`src/rtl/mod_if_fetch.sv`:
```
// Instruction-fetch stage: owns the PC, issues one request at a time to
// instruction memory and loads the IF/ID register feeding decode.
module mod_if_fetch (
  input  logic        clk_i,
  input  logic        rst_i,
  input  logic        stall_i,
  input  logic        taken_i,
  input  logic [15:0] new_pc_i,
  output logic        imem_req_o,
  output logic [15:0] imem_addr_o,
  input  logic        imem_valid_i,
  input  logic [15:0] imem_data_i,
  output logic [15:0] if_id_instr_o,
  output logic [15:0] if_id_pc_o,
  output logic        if_id_valid_o,
  output logic        halted_o
);

  typedef enum logic [1:0] {
    S_FETCH,
    S_WAIT,
    S_HOLD,
    S_HALTED
  } state_e;

  state_e      state_q, state_d;
  logic [15:0] pc_q, pc_d;
  logic        squash_q, squash_d;
  logic [15:0] buf_q, buf_d;
  logic [15:0] if_id_instr_q, if_id_instr_d;
  logic [15:0] if_id_pc_q, if_id_pc_d;
  logic        if_id_valid_q, if_id_valid_d;

  logic        redirect;
  logic        capture;
  logic [15:0] cap_instr;
  logic [15:0] pc_plus2;

  assign redirect = taken_i & ~stall_i;
  assign pc_plus2 = pc_q + 16'd2;

  always_comb begin
    state_d   = state_q;
    pc_d      = pc_q;
    squash_d  = squash_q;
    buf_d     = buf_q;
    capture   = 1'b0;
    cap_instr = buf_q;

    case (state_q)
      S_FETCH: begin
        state_d = S_WAIT;
        if (redirect) begin
          pc_d     = new_pc_i;
          squash_d = 1'b1;
        end
      end
      S_WAIT: begin
        if (!imem_valid_i) begin
          if (redirect) begin
            pc_d     = new_pc_i;
            squash_d = 1'b1;
          end
        end else if (squash_q || redirect) begin
          // Stale or now-unwanted response: drop it and refetch.
          squash_d = 1'b0;
          state_d  = S_FETCH;
          if (redirect) pc_d = new_pc_i;
        end else if (stall_i) begin
          buf_d   = imem_data_i;
          state_d = S_HOLD;
        end else begin
          capture   = 1'b1;
          cap_instr = imem_data_i;
        end
      end
      S_HOLD: begin
        if (stall_i) begin
          state_d = S_HOLD;
        end else if (redirect) begin
          pc_d    = new_pc_i;
          state_d = S_FETCH;
        end else begin
          capture   = 1'b1;
          cap_instr = buf_q;
        end
      end
      S_HALTED: state_d = S_HALTED;
      default:  state_d = S_FETCH;
    endcase

    if (capture) begin
      if (cap_instr[15:12] == 4'hF) begin
        state_d = S_HALTED;
      end else begin
        pc_d    = pc_plus2;
        state_d = S_FETCH;
      end
    end
  end

  always_comb begin
    if_id_instr_d = if_id_instr_q;
    if_id_pc_d    = if_id_pc_q;
    if_id_valid_d = if_id_valid_q;
    if (!stall_i) begin
      if (capture) begin
        if_id_instr_d = cap_instr;
        if_id_pc_d    = pc_plus2;
        if_id_valid_d = 1'b1;
      end else begin
        if_id_instr_d = 16'h0000;
        if_id_valid_d = 1'b0;
      end
    end
  end

  always_ff @(posedge clk_i) begin
    if (rst_i) begin
      state_q       <= S_FETCH;
      pc_q          <= 16'h0000;
      squash_q      <= 1'b0;
      buf_q         <= 16'h0000;
      if_id_instr_q <= 16'h0000;
      if_id_pc_q    <= 16'h0000;
      if_id_valid_q <= 1'b0;
    end else begin
      state_q       <= state_d;
      pc_q          <= pc_d;
      squash_q      <= squash_d;
      buf_q         <= buf_d;
      if_id_instr_q <= if_id_instr_d;
      if_id_pc_q    <= if_id_pc_d;
      if_id_valid_q <= if_id_valid_d;
    end
  end

  assign imem_req_o    = (state_q == S_FETCH);
  assign imem_addr_o   = pc_q;
  assign halted_o      = (state_q == S_HALTED);
  assign if_id_instr_o = if_id_instr_q;
  assign if_id_pc_o    = if_id_pc_q;
  assign if_id_valid_o = if_id_valid_q;

endmodule
```
`config.mk`:
```
export PLATFORM = sky130hd
export DESIGN_NAME = mod_if_fetch
export DESIGN_NICKNAME = d
export VERILOG_FILES = /design/src/rtl/mod_if_fetch.sv
export SDC_FILE = /design/constraint.sdc
export NUM_CORES = 1
export LEC_CHECK = 0
export ABC_CLOCK_PERIOD_IN_PS = 2300
export BUFFER_PORTS_ARGS = -buffer_cell sky130_fd_sc_hd__buf_2
export CAP_MARGIN = 20
export CORE_ASPECT_RATIO = 1.75
export CORE_UTILIZATION = 35
export DETAILED_ROUTE_END_ITERATION = 10
export SLEW_MARGIN = 20
export SYNTH_ARGS = -nofsm -noshare
export SYNTH_HDL_FRONTEND = slang
export SYNTH_SLANG_ARGS = --single-unit
```
`constraint.sdc`:
```
create_clock -name clk_i -period 2.3 [get_ports clk_i]
set_clock_uncertainty 0.05 [all_clocks]
set_input_delay 0.345 -clock clk_i [delete_from_list [all_inputs] [get_ports clk_i]]
set_output_delay 0.345 -clock clk_i [all_outputs]
set_load 0.05 [all_outputs]
```
# After elaboration in Yosys (flattened, before gate mapping)
# Index checks and enable logic that the tools add are counted.
# Widths: inputs -> output; s select.
[totals] mem_count=0 in_bits=37 mem_bits_ro=0 ramBits=0 latch_bits=0 regBits=68
[classes] magnitude_cmp=0 n_bitwise=3 shift=0 reduce_logical=7 mul=0 addsub=1 eq_ne=8 div=0 muxes=31
[ops] cell="$mux 16" n=11
[ops] cell="$pmux 16 s3" n=1
[ops] cell="$add 16x2->16 const B" n=1
[ops] cell="$mux 2" n=7
[ops] cell="$mux 1" n=9
[ops] cell="$ne 4x4->1 const B" n=2
[ops] cell="$pmux 2 s4" n=1
[ops] cell="$ne 3x3->1 const B" n=2
[ops] cell="$eq 2x2->1 const B" n=2
[ops] cell="$eq 4x4->1 const B" n=1
[ops] cell="$pmux 1 s2" n=2
[ops] cell="$reduce_and 2->1" n=2
[ops] cell="$reduce_and 4->1" n=1
[ops] cell="$reduce_and 3->1" n=1
[ops] cell="$eq 2x1->1 const B" n=1
[ops] cell="$logic_not 2->1" n=1
[ops] cell="$not 1->1" n=2
[ops] cell="$reduce_bool 2->1" n=1
[ops] cell="$and 1x1->1" n=1
[ops] cell="$logic_or 1x1->1" n=1

# Longest topological paths before layout
[logic_depth] ltp_word=9 depth_mapped=10 mapped_depth_nobuf=7

# Least setup slack after synthesis
# No wires, ideal clock.
[synth_path] kind="register to register" from="reg state_q[0]" to="reg pc_q[13], in the netlist imem_addr_o[13]" path_buffers=1 period_less_slack_ps=2142 setup_ps=132 path_slack_ps=158 path_stages_with_launch=8 arrival_ps=1960 cell_sequence="dfxtp_1 inv_1 ha_1 nor4_1 clkbuf_1 nor2_1 a221oi_1 nor3_1"
[synth_via] word_cells_on_any_way=9
[synth_lines] item="from (decl)" line="26" source="state_e state_q, state_d;"
[synth_lines] item="from (signal assigned)" line="128" source="state_q <= state_d;"
[synth_lines] item="$logic_not 2->1 *"
[synth_lines] item="named net imem_req_o" line="9" source="output logic imem_req_o,"
[synth_lines] item="$pmux 16 s3 *" line="50" source="case (state_q)"
[synth_lines] item="$mux 16" line="93" source="if (cap_instr[15:12] == 4'hF) begin"
[synth_lines] item="$mux 16 *" line="92" source="if (capture) begin"
[synth_lines] item="to (signal assigned)" line="129" source="pc_q <= pc_d;"
[synth_lines] item="to (decl)" line="27" source="logic [15:0] pc_q, pc_d;"
# The timed path passes the listed nets; every way through them passes the cells marked *.
# A chain may end at the register's enable or synchronous reset.

# Worst setup path in the final report
[layout_path] from="reg state_q[1]" to="reg pc_q[5], in the netlist imem_addr_o[5]"
[layout_via] elab_chain_len=5 word_cells_on_any_way=9
[layout_rtl] item="$eq 2x1->1" line="50"
[layout_rtl] item="$mux 16"
[layout_rtl] item="$eq 4x4->1" line="93"
[layout_rtl] item="$mux 16" line="93"
[layout_rtl] item="$mux 16 *" line="92"
# Every way passes the cells marked *; elsewhere a longest branch is shown, timed or not.

==> run metrics <==
Mapped Area 3170 um2; CP endpoint kind flip-flop; most instantiated library cell after synthesis dfxtp_1; Synthesis Warnings 0; Root Buffer clkbuf_16; RSZ-0062 raised after global routing no; initial DRC count 162; Critical Path, Cell by Cell inv_1, ha_1, and3b_2, and2_4, mux2i_2, buf_4, or3_1, a21oi_1; register bit total from synthesis 68; post-layout min period 2.06 ns; Yosys top cell by area dfxtp_1; die span in y 128 um; core region area 8730 um2; Synth top area share 42.9%; Avg Cell Area, Syn 8.63 um2; Max VDD drop 0.000553 V; first-pass GRT wire length 13800 um; fill count 884; Sequential Power Share 40.6%; initial core utilization 36.4%; synth top area cells dfxtp_1, nor2_1, mux2_2; largest net degree at the start of global routing 38; Nets 496; I/O Pins 88; CP Data Arrival Time 2.27 ns; prevailing post-synth register cell dfxtp_1; Clk pwr share 39.5%; antenna violations before repair 0; CTS Sinks 68; cts-stage hold buffer count 0; Worst Tran Pin Value 0.635 ns; Final Hold Vio Count 0; slowest stage delay, CP 0.38 ns; Max transition margin 57.7%; Fin Hold WS 0.199 ns; Crit path required time 2.51 ns; max-cap violations 0; antenna-violating nets left 0; asr flop ratio synth 0%; CTS tree built; GRT overflow 0; period utilisation layout 89.6%; Initial DRT Pass Iterations 4; hpwl dp 6240 um; P_int 2240 uW; vias per cell 5.08; Net Sw Frac 29.9%; number of global-route vias before repair 2905; number of buffers added for setup after CTS 0; Crit Path Class reg -> reg; setup tns final 0 ns; Reg area 1360 um2; # resized after CTS 0; clock insertion delay at the later pin of the skew report 0.33 ns; synth-to-layout area growth 26.4%; GPL Wtd Cong 0.829; critical path's slowest cell or3_1; syn nets 411; EDFF count, synth 0; Port-buffer cells 87; DRC viols 0; synth cell count leaders dfxtp_1, nor2_1, nand2_1; final core utilization 46.0%; Netlist cell types 42; TritonCTS Buffers 9; Max FO, Critical Path 14; NetSw 958 uW; Worst Hold Class in -> reg; via count 2914; Multi-input gate area 1680 um2; cell area after placement 3740 um2; Die ar. 9470 um2; Leak Pwr 0.00170 uW; sequential area share after synthesis 42.9%; Design Area, Final 4010 um2; n_diodes 0; Die X 74.0 um; site row count 45; final setup violation count 0; PwrDens 797 nW/um2; DRT Wirelength 8470 um; Peak Freq 485 MHz; drt wl/cell 14.8 um; startpoint types flip-flop; Comb pwr share 19.9%; Final Slew Violations 0; GR Util All Layers 19.5%; H-tree depth 3; Pwr Total 3200 uW; status complete, no violations; Clock transition at path regs 0.05 ns; CTS Buffer Depth 2; Mapped Cells 368; share of layout cells above drive strength 1 29.8%
==> cell families after synthesis <==
family                     synth area share [%]
AOI/OAI and AO/OA                          14.5
xor gates and xnor gates                   3.59
adders and majority gates                  2.36
buffers and inverters                      4.34
DFF                                        42.9
muxes                                      10.2
and+or+nand+nor                            22.1
==> sequential cells by signal, summed over array words and instances, names as in the netlist <==
register / flops
if_id_valid_o: 1
if_id_instr_o: 16
if_id_pc_o: 16
buf_q: 16
squash_q: 1
imem_addr_o: 16
state_q: 2
==> cell type report <==
class	instances	share of cell area (%)
clock inverter	1	0.187
inverter	3	0.281
timing repair buffer	101	13.5
sequential	68	33.9
tap	117	3.65
clock buffer	14	6.58
multi-input combinational	270	41.9
==> worst max-delay path: cells and delay by family (launching register included) <==
kind                     cells  cell delay (ns)
AND/OR/NAND/NOR              3             0.78
AO/OA/AOI/OAI                1             0.14
buffers and inverters        2             0.29
flip-flops                   1             0.36
adder cells (fa/ha/maj)      1             0.20
multiplexers                 1             0.18
==> power by group through the flow <==
| stage | Clock, uW | Combinational, uW | Sequential [uW] |
|---|---|---|---|
| finish | 1260 | 638 | 1300 |
| global route | 1350 | 700 | 1310 |
| CTS | 1300 | 645 | 1300 |
| detailed placement | 0 | 644 | 1320 |
| floorplan | 0 | 344 | 1430 |
| global placement | 0 | 638 | 1320 |
==> per-layer routing <==
metal,up-vias,routed length [um],GRT usage (%)
li1,1463,-,-
met1,1352,3310,21.4
met2,83,4520,33.9
met3,16,402,4.64
met4,0,229,9.62
met5,-,0,0
==> through the flow <==
stage | worst slack, ns | instances
floorplan | 0.158 | 368
global placement | 0.316 | 559
detailed placement | 0.241 | 559
CTS | 0.229 | 574
global route | 0.0808 | 574
finish | 0.239 | 574
==> final timing paths <==
path	startpoint	to	cells after the start	slack [ns]
worst min register to register	buf_q[4]	buf_q[4]	2	0.41
worst max register to register	state_q[1]	imem_addr_o[5]	8	0.24
worst min-delay path	imem_valid_i	squash_q	2	0.20
worst max-delay path	state_q[1]	imem_addr_o[5]	8	0.24
==> layout by cell type, fill, tap and decap left out, types with 2 or more instances in the layout <==
master	count
nand2_1	49
nand3_1	4
a221oi_1	5
o31ai_1	2
and3_1	2
a21oi_1	26
clkbuf_16	9
xor2_1	3
clkbuf_1	3
and2_1	3
mux2_2	17
dfxtp_1	68
o21a_1	2
mux2i_1	12
nor3_1	14
a22oi_1	16
nor2b_1	2
inv_1	3
xnor2_1	10
a22o_1	3
nand4_1	7
and4_1	3
clkbuf_8	2
ha_1	6
nor2_1	54
a211oi_1	9
or3_1	6
buf_4	14
buf_2	87
Power figures use the tool's default switching activity.
